<file path="config.mk">
export PLATFORM = sky130hd
export DESIGN_NAME = ttt_game_ctrl
export DESIGN_NICKNAME = d
export VERILOG_FILES = /design/src/rtl/ttt_game_ctrl.sv
export SDC_FILE = /design/constraint.sdc
export NUM_CORES = 1
export LEC_CHECK = 0
export BUFFER_PORTS_ARGS = -buffer_cell sky130_fd_sc_hd__buf_2
export CORE_UTILIZATION = 50
export DETAILED_ROUTE_END_ITERATION = 8
export PLACE_DENSITY = 0.74
export SETUP_SLACK_MARGIN = 0.5
export SLEW_MARGIN = 20
export SYNTH_ARGS = -nofsm -noshare
export SYNTH_HDL_FRONTEND = slang
export SYNTH_SLANG_ARGS = --single-unit
</file>
<file path="constraint.sdc">
create_clock -name clk -period 3 [get_ports clk]
set_clock_uncertainty 0.2 [all_clocks]
set_input_delay 0.3 -clock clk [delete_from_list [all_inputs] [get_ports clk]]
set_output_delay 0.3 -clock clk [all_outputs]
set_load 0.01 [all_outputs]
</file>
<file path="src/rtl/ttt_game_ctrl.sv">
`default_nettype none
// =============================================================================
//  ttt_game_ctrl : tic-tac-toe game sequencer with board, turns, timeout, scores
//  Revision      : 1.0
// =============================================================================

module ticTacToeWin (
    input  logic [8:0] grid_marked,
    input  logic [8:0] grid_x,
    output logic       someone_won,
    output logic       player_x_won
);
    localparam logic [7:0][8:0] c_line_mask = {
        9'b111_000_000, 9'b000_111_000, 9'b000_000_111,
        9'b100_100_100, 9'b010_010_010, 9'b001_001_001,
        9'b100_010_001, 9'b001_010_100
    };

    logic [7:0] w_x_line;
    logic [7:0] w_o_line;
    logic [8:0] w_grid_x;
    logic [8:0] w_grid_o;

    assign w_grid_x = grid_marked & grid_x;
    assign w_grid_o = grid_marked & ~grid_x;

    genvar gi;
    for (gi = 0; gi < 8; gi++) begin : g_line
        assign w_x_line[gi] = (w_grid_x & c_line_mask[gi]) == c_line_mask[gi];
        assign w_o_line[gi] = (w_grid_o & c_line_mask[gi]) == c_line_mask[gi];
    end

    assign player_x_won = |w_x_line;
    assign someone_won  = (|w_x_line) | (|w_o_line);
endmodule

module ttt_game_ctrl #(
    parameter bit X_FIRST      = 1'b1,
    parameter int TURN_TIMEOUT = 64,
    parameter int SCORE_W      = 8
) (
    input  logic               clk,
    input  logic               reset_n,
    input  logic               new_game,
    input  logic               move_valid,
    input  logic [3:0]         move_pos,
    output logic               move_ready,
    output logic               move_err,
    output logic [8:0]         grid_marked,
    output logic [8:0]         grid_x,
    output logic               turn_x,
    output logic               game_over,
    output logic               winner_x,
    output logic               winner_o,
    output logic               draw,
    output logic               forfeit,
    output logic [SCORE_W-1:0] score_x,
    output logic [SCORE_W-1:0] score_o,
    output logic [SCORE_W-1:0] score_draw
);
    localparam int TIMER_W = (TURN_TIMEOUT > 1) ? $clog2(TURN_TIMEOUT) : 1;
    localparam logic [TIMER_W-1:0] c_timer_last = TIMER_W'(TURN_TIMEOUT - 1);

    typedef enum logic [1:0] {
        S_IDLE  = 2'd0,
        S_TURN  = 2'd1,
        S_CHECK = 2'd2,
        S_DONE  = 2'd3
    } state_t;

    state_t               state_q, state_d;
    logic [8:0]           grid_marked_q, grid_marked_d;
    logic [8:0]           grid_x_q, grid_x_d;
    logic                 turn_x_q, turn_x_d;
    logic [TIMER_W-1:0]   timer_q, timer_d;
    logic                 move_err_q, move_err_d;
    logic                 winner_x_q, winner_x_d;
    logic                 winner_o_q, winner_o_d;
    logic                 draw_q, draw_d;
    logic                 forfeit_q, forfeit_d;
    logic [SCORE_W-1:0]   score_x_q, score_x_d;
    logic [SCORE_W-1:0]   score_o_q, score_o_d;
    logic [SCORE_W-1:0]   score_draw_q, score_draw_d;

    logic [8:0] w_sq;
    logic       w_legal;
    logic       w_someone_won;
    logic       w_player_x_won;

    ticTacToeWin u_win (
        .grid_marked  (grid_marked_q),
        .grid_x       (grid_x_q),
        .someone_won  (w_someone_won),
        .player_x_won (w_player_x_won)
    );

    function automatic logic [SCORE_W-1:0] sat_inc(input logic [SCORE_W-1:0] v);
        return (&v) ? v : v + SCORE_W'(1);
    endfunction

    // Positions 9..15 shift out of the 9-bit vector, so w_sq is zero for them.
    assign w_sq    = 9'b1 << move_pos;
    assign w_legal = (move_pos <= 4'd8) && ((w_sq & grid_marked_q) == 9'b0);

    always_comb begin
        state_d       = state_q;
        grid_marked_d = grid_marked_q;
        grid_x_d      = grid_x_q;
        turn_x_d      = turn_x_q;
        timer_d       = timer_q;
        move_err_d    = 1'b0;
        winner_x_d    = winner_x_q;
        winner_o_d    = winner_o_q;
        draw_d        = draw_q;
        forfeit_d     = forfeit_q;
        score_x_d     = score_x_q;
        score_o_d     = score_o_q;
        score_draw_d  = score_draw_q;

        if (new_game) begin
            state_d       = S_TURN;
            grid_marked_d = 9'b0;
            grid_x_d      = 9'b0;
            turn_x_d      = X_FIRST;
            timer_d       = '0;
            winner_x_d    = 1'b0;
            winner_o_d    = 1'b0;
            draw_d        = 1'b0;
            forfeit_d     = 1'b0;
        end else begin
            case (state_q)
                S_TURN: begin
                    if (move_valid && w_legal) begin
                        grid_marked_d = grid_marked_q | w_sq;
                        grid_x_d      = grid_x_q | (turn_x_q ? w_sq : 9'b0);
                        state_d       = S_CHECK;
                    end else if ((TURN_TIMEOUT != 0) && (timer_q == c_timer_last)) begin
                        // Player to move forfeits; an illegal move here raises no error.
                        forfeit_d  = 1'b1;
                        winner_x_d = !turn_x_q;
                        winner_o_d = turn_x_q;
                        state_d    = S_DONE;
                        if (turn_x_q) score_o_d = sat_inc(score_o_q);
                        else          score_x_d = sat_inc(score_x_q);
                    end else begin
                        move_err_d = move_valid;
                        timer_d    = timer_q + TIMER_W'(1);
                    end
                end
                S_CHECK: begin
                    if (w_someone_won) begin
                        winner_x_d = w_player_x_won;
                        winner_o_d = !w_player_x_won;
                        state_d    = S_DONE;
                        if (w_player_x_won) score_x_d = sat_inc(score_x_q);
                        else                score_o_d = sat_inc(score_o_q);
                    end else if (grid_marked_q == 9'h1FF) begin
                        draw_d       = 1'b1;
                        state_d      = S_DONE;
                        score_draw_d = sat_inc(score_draw_q);
                    end else begin
                        turn_x_d = !turn_x_q;
                        timer_d  = '0;
                        state_d  = S_TURN;
                    end
                end
                S_IDLE:  state_d = S_IDLE;
                S_DONE:  state_d = S_DONE;
                default: state_d = S_IDLE;
            endcase
        end
    end

    always_ff @(posedge clk or negedge reset_n) begin
        if (!reset_n) begin
            state_q       <= S_IDLE;
            grid_marked_q <= 9'b0;
            grid_x_q      <= 9'b0;
            turn_x_q      <= X_FIRST;
            timer_q       <= '0;
            move_err_q    <= 1'b0;
            winner_x_q    <= 1'b0;
            winner_o_q    <= 1'b0;
            draw_q        <= 1'b0;
            forfeit_q     <= 1'b0;
            score_x_q     <= '0;
            score_o_q     <= '0;
            score_draw_q  <= '0;
        end else begin
            state_q       <= state_d;
            grid_marked_q <= grid_marked_d;
            grid_x_q      <= grid_x_d;
            turn_x_q      <= turn_x_d;
            timer_q       <= timer_d;
            move_err_q    <= move_err_d;
            winner_x_q    <= winner_x_d;
            winner_o_q    <= winner_o_d;
            draw_q        <= draw_d;
            forfeit_q     <= forfeit_d;
            score_x_q     <= score_x_d;
            score_o_q     <= score_o_d;
            score_draw_q  <= score_draw_d;
        end
    end

    assign move_ready  = (state_q == S_TURN);
    assign game_over   = (state_q == S_DONE);
    assign move_err    = move_err_q;
    assign grid_marked = grid_marked_q;
    assign grid_x      = grid_x_q;
    assign turn_x      = turn_x_q;
    assign winner_x    = winner_x_q;
    assign winner_o    = winner_o_q;
    assign draw        = draw_q;
    assign forfeit     = forfeit_q;
    assign score_x     = score_x_q;
    assign score_o     = score_o_q;
    assign score_draw  = score_draw_q;
endmodule

`default_nettype wire

</file>
-- Word level (Yosys, flattened, before mapping)
Index checks and enable logic that the tools add are counted.
- add/subtract/negate cells: 4
- bitwise operators: 10
- shift-type cells: 1
- multiplexer cells: 59
- reductions and logical operators: 27
- order comparisons: 1
- equal/unequal tests: 38
- operators with widths (kind ; number):
    $mux 8 ; 12
    $mux 9 ; 7
    $eq 3x3->1 const B ; 16
    $pmux 8 s2 ; 2
    $mux 6 ; 5
    $and 9x9->9 ; 3
    $add 8x1->8 const B ; 3
    $mux 1 ; 24
    $reduce_and 8->1 ; 3
    $or 9x9->9 ; 2
    $reduce_or 8->1 ; 2
    $ne 2x2->1 const B ; 7
    $reduce_and 7->1 ; 2
    $ne 3x3->1 const B ; 4
    $pmux 6 s2 ; 1
    $reduce_bool 2->1 ; 6
    $mux 2 ; 5
    $reduce_and 5->1 ; 2
    $eq 9x9->1 const B ; 1
    $logic_not 9->1 ; 1
    $not 9->9 ; 1
    $reduce_and 3->1 ; 3
    $shl 1x4->9 const A ; 1
    $pmux 2 s4 ; 1
    other kinds (17) ; 26
- output and inout port bits: 50
- input bits: 8
- register bits after elaboration: 56
- word-level logic and storage cells: 153

-- Depth between registers and ports, before layout
- word-level depth: 8
- depth in mapped cells: 8

-- By module
Synthesis repeated with hierarchy kept, for this count alone.
- cells, all modules: 295
- area total of the unflattened synthesis: 3040.4 um^2
- modules (own cells, without submodules) (module ; area each (um^2) ; instances ; cells each):
    ttt_game_ctrl ; 2827.7 ; 1 ; 266
    ticTacToeWin ; 212.7 ; 1 ; 29

-- Worst setup path before layout
Ideal clock, no wire load.
- path type: in2reg
- from: input move_pos[0]
- to: register score_o_q[1], in the netlist score_o[1]
- data required time: 2.675 ns
- library setup time: 0.125 ns
- cell stages on the path: 8
- arrival: 2.197 ns
- setup slack: 0.478 ns
- buffers on the path: 2
- cell sequence: buf_6 or3b_1 o221a_1 and3_1 buf_6 a2bb2oi_4 or3_4 mux2_4
- longest elaborated chain between the ends: 7
- RTL lines (what ; RTL line ; RTL):
    start: declaration ; 46 ; input logic [3:0] move_pos,
    $shl 1x4->9 ; 102 ; assign w_sq = 9'b1 << move_pos;
    $and 9x9->9 ; 103 ; assign w_legal = (move_pos <= 4'd8) && ((w_sq & grid_marked_q) == 9'b0);
    $logic_not 9->1 ; 103 ;
    $logic_and 1x1->1 (*) ; 103 ;
    $logic_and 1x1->1 (*) ; 133 ; if (move_valid && w_legal) begin
    $ne 2x2->1 (no line) (*) ; - ;
    $reduce_and 7->1 (no line) (*) ; - ;
    end signal: assignment ; 201 ; score_o_q <= score_o_d;
    end: declaration ; 82 ; logic [SCORE_W-1:0] score_o_q, score_o_d;
Mark *: on every way between the ends. The rest lies on a longest branch, timed or not.
A chain may end at the register's enable or synchronous reset.

-- Final worst setup path
- from: register grid_marked_q[8], in the netlist grid_marked[8]
- to: register score_o_q[1], in the netlist score_o[1]
- longest elaborated chain between the ends: 6
- RTL lines (what ; RTL line ; RTL):
    start: declaration ; 72 ; logic [8:0] grid_marked_q, grid_marked_d;
    start signal: assignment ; 191 ; grid_marked_q <= grid_marked_d;
    $and 9x9->9 (on tied branches) ; 24, 103, 25 ;
    $eq 3x3->1, or another cell as far along ; 29 ; assign w_x_line[gi] = (w_grid_x & c_line_mask[gi]) == c_line_mask[gi];
    $reduce_or 8->1, or another cell as far along ; 33, 34 ;
    $or 1x1->1 or $logic_and 1x1->1 (tied branches) ; 34, 133 ;
    $ne 2x1->1 (no line) or $ne 2x2->1 (tied branches) ; - ;
    $reduce_and 7->1 (no line) (*) ; - ;
Marked as above.

==> key figures <==
Run status
  – Outcome: complete, no violations

Layout
  – Post-route cell area: 3680 um2
  – Share of layout cells above drive strength 1: 30.2%
  – Layout-stage area growth over the synthesis result: 19.9%
  – Total Nets Final: 388
  – Antenna Diode Count: 0
  – Final core utilization: 62.1%
  – Non-Filler Instances: 449

Timing
  – Total count of max-transition violations in the final report: 0
  – Max-slew headroom at the worst pin: 52.2%
  – Fraction of the cycle the final worst path needs: 81.1%
  – Actual slew at the worst max-slew pin: 0.712 ns
  – F_max: about 410 MHz
  – Tmin final: approximately 2.4 ns
  – Final setup viols: 0
  – TNS Setup: 0 ns
  – Final-report hold violation count: 0
  – Unrepaired setup endpoints after global routing: no

Drt
  – Remaining design rule violation count: 0
  – Violation count after the first detailed-routing iteration: 293
  – Detailed-routing iteration count for the pre-antenna-repair pass: 6
  – DR vias: 2769
  – Detailed-route wire length per cell: 16.8 um
  – Wire length reported by the detailed router: 7560 um
  – Via density per instance: 6.17
  – Post-route ant nets: 0

Logic synthesis
  – Sequential-to-total area share from yosys stat: between 40% and 50%
  – Compound-cell area share of the yosys netlist: approximately 15%
  – Post-synthesis net count: 321
  – Number of synthesized flops with an enable pin: 0
  – Fraction of post-synthesis cell area in the top cell type by area: 44.9%
  – Register bit total from synthesis: 56
  – Count of different cell masters after synthesis: between 50 and 60
  – Synth Cell Area: between 3000 and 4000 um2
  – Largest area contributor in the netlist: dfrtp_1
  – Post-Synth XOR/XNOR Area: under 10%
  – Async SR Flop Fraction: 100%
  – Mean instance size in the synthesized netlist: 10.0 um2
  – Simple logic cell fraction of the synthesized area: ~24%
  – Dominant synthesized flop cell: dfrtp_1
  – Yosys synthesis warning count: 0
  – Fraction of synthesized area in multiplexers: 2.73%
  – Dominant combinational cell family by area after synthesis: simple AND/OR/NAND/NOR gates
  – Top cells by area in the synthesized netlist: dfrtp_1 (45%), xnor2_1 (3.7%), nand2_1 (3.4%), nand3_1 (3.3%), o2bb2ai_1 (3.1%)
  – Synthesized netlist cell count: 306
  – Arithmetic-cell share of the synthesized area counting full adders, half adders and majority gates: roughly 2.9%

Critical path
  – Setup Crit Path Kind: flop to flop
  – Data required time of the critical path: approximately 3 ns
  – Startpoint class of the critical path: flop
  – Max FO, Critical Path: 6
  – Type of destination of the critical path: flop
  – Worst endpoint data arrival time: 2.45 ns

Die
  – Initial core utilization: 51.8%
  – Horizontal die dimension: 80.3 um
  – Core outline area: roughly 5900 um2
  – Chip Height: 80.3 um
  – Area enclosed by the die boundary: 6450 um2
  – Number of rows created at floorplan: 28
  – Number of ports placed on the die boundary: slightly below 60

Placement
  – Placed Cells incl. Taps: 436
  – Sum of net half-perimeters after detailed placement: 5240 um
  – Post-place instance area: 3450 um2
  – Final weighted congestion in routability-driven placement: 0.926
  – Count of port buffers added during placement: 57

Clocking
  – Clock root buffer: clkbuf_8
  – Clock tree from TritonCTS: yes
  – CTS Buffer Depth: 2
  – Clock slew at the register clock pins of the worst setup and hold paths: approximately 0.1 ns
  – CTS H-tree lvls: 2
  – Number of buffers created by CTS: 5
  – Clock latency of the later-clocked register in the worst-skew pair: 0.32 ns
  – Clk sinks: 56

GRT
  – GRT Overall Usage: 24.6%
  – Wire length of the first global-routing pass: 12100 um
  – Maximum number of pins on one net before global-route repair: 57
  – Initial antenna violation count: 0
  – GRT overflow: 0
  – Via count of the first global-routing pass: 2547

Power
  – Worst-case vdd ir drop: 0.000330 V
  – Reported leakage power: 1.73 nW
  – Power Dens Cells: 595 nW/um2

Run
  – Max-capacitance violation count: 0

Min path
  – Worst min-delay path class: input port to flop
[synthesized netlist by cell type (all sizes together), types with 2 or more instances]
master / instances
a211o: 2
buf: 5
o21ai: 6
o31ai: 3
mux2i: 2
and3: 11
nor4bb: 5
a21o: 3
or2: 4
nor2: 20
and4: 3
nor3: 7
xnor2: 13
a21oi: 6
nand3: 20
nor4: 7
ha: 7
xor2: 9
nand2b: 4
nor2b: 2
nand2: 28
a31oi: 5
inv: 12
nor4b: 4
clkbuf: 6
dfrtp: 55
nand4: 12
mux2: 3
o22ai: 3
or3: 2
a311oi: 4
o21a: 2
or4: 2
o2bb2ai: 11
[cell families (layout without fill, tap and decap cells)]
kind of cell / count (synthesis) / count (layout)
AND/OR/NAND/NOR: 135 / 135
AO/OA/AOI/OAI: 57 / 57
flip-flops: 56 / 56
buffers and inverters: 23 / 91
XOR/XNOR: 22 / 22
adder cells (fa/ha/maj): 7 / 7
multiplexers: 6 / 6
[per-stage QoR]
stage          worst slack, ns  hold slack (ns)  power (W)
2_1_floorplan            0.513           -0.196    0.00145
3_3_place_gp             0.403            0.272    0.00173
3_5_place_dp             0.374            0.282    0.00175
4_1_cts                  0.510           0.0444    0.00218
5_1_grt                  0.495           0.0470    0.00233
6_report                 0.566           0.0504    0.00219
[where the power goes]
group	switching [W]	internal, W
Sequential	0.000122	0.000859
Clock	0.000265	0.000168
Combinational	0.000444	0.000329
[sequential cells by signal, indices dropped and copies added (netlist names), 2 cells and up]
signal	flops
grid_marked	9
grid_x	9
score_draw	8
score_o	8
score_x	8
state_q	2
timer_q	6
[path summary, 6_finish.rpt]
path                       slack [ns]                          to  cells after the start                       start
max in group asynchronous        1.64  grid_marked[6]$_DFFE_PN0P_                      3                     reset_n
setup reg to reg                 0.57      score_o[1]$_DFFE_PN0P_                      7  grid_marked[8]$_DFFE_PN0P_
min in group asynchronous        0.44      timer_q[5]$_DFFE_PN0P_                      3                     reset_n
hold reg to reg                  0.30      score_x[6]$_DFFE_PN0P_                      1      score_x[6]$_DFFE_PN0P_
hold / removal                   0.05          move_err$_DFF_PN0_                      2                  move_valid
setup / recovery                 0.57      score_o[1]$_DFFE_PN0P_                      7  grid_marked[8]$_DFFE_PN0P_
[cell type report]
| type | count | area [um2] |
|---|---|---|
| clock buffer | 5 | 68.8 |
| clock inverter | 3 | 22.5 |
| fill | 507 | 2240 |
| inverter | 12 | 45.0 |
| multi-input combinational | 227 | 1640 |
| sequential | 56 | 1420 |
| tap | 75 | 93.8 |
| timing repair buffer | 71 | 388 |
[cells in the final DEF, fill, tap and decap left out, types with 3 or more instances in the layout]
master and count:
buf_4 11, o2bb2ai_1 11, buf_2 59, a21o_1 3
nor4_1 5, or2_2 4, xor2_1 9, nor4bb_1 3
clkbuf_8 5, and3_1 10, nor3_1 7, dfrtp_1 45
nand4_1 12, inv_1 12, dfrtp_2 10, o22ai_1 3
o31ai_1 3, xnor2_1 13, and4_1 3, nand2_1 27
a21oi_1 5, o21ai_0 6, a31oi_1 4, nand3_1 19
ha_1 7, nand2b_1 4, nor2_1 20
[timing repair]
action | CTS | global route
resized for setup | 7 | 20
pin swaps | 0 | 1
hold buffers | 1 | 0
endpoints found under the setup margin | 17 | 29
endpoints found under the hold margin | 55 | 0
buffers inserted | 0 | 4
[worst max-delay path, stage by stage, from the launching register on]
cell	delay [ns]
dfrtp_2	0.46
buf_2	0.18
nand4_1	0.12
a21oi_2	0.08
o31ai_1	0.40
nand2_2	0.19
or3_4	0.39
mux2_4	0.30
[routing by layer]
layer | vias up | track usage [%] | part of all wire [%]
li1 | 1277 | - | -
met1 | 1339 | 32.8 | 45
met2 | 135 | 39.3 | 46
met3 | 18 | 4.55 | 7.4
met4 | 0 | 9.82 | 1.9
met5 | - | 0 | 0
(Power assumes the default switching activity.)
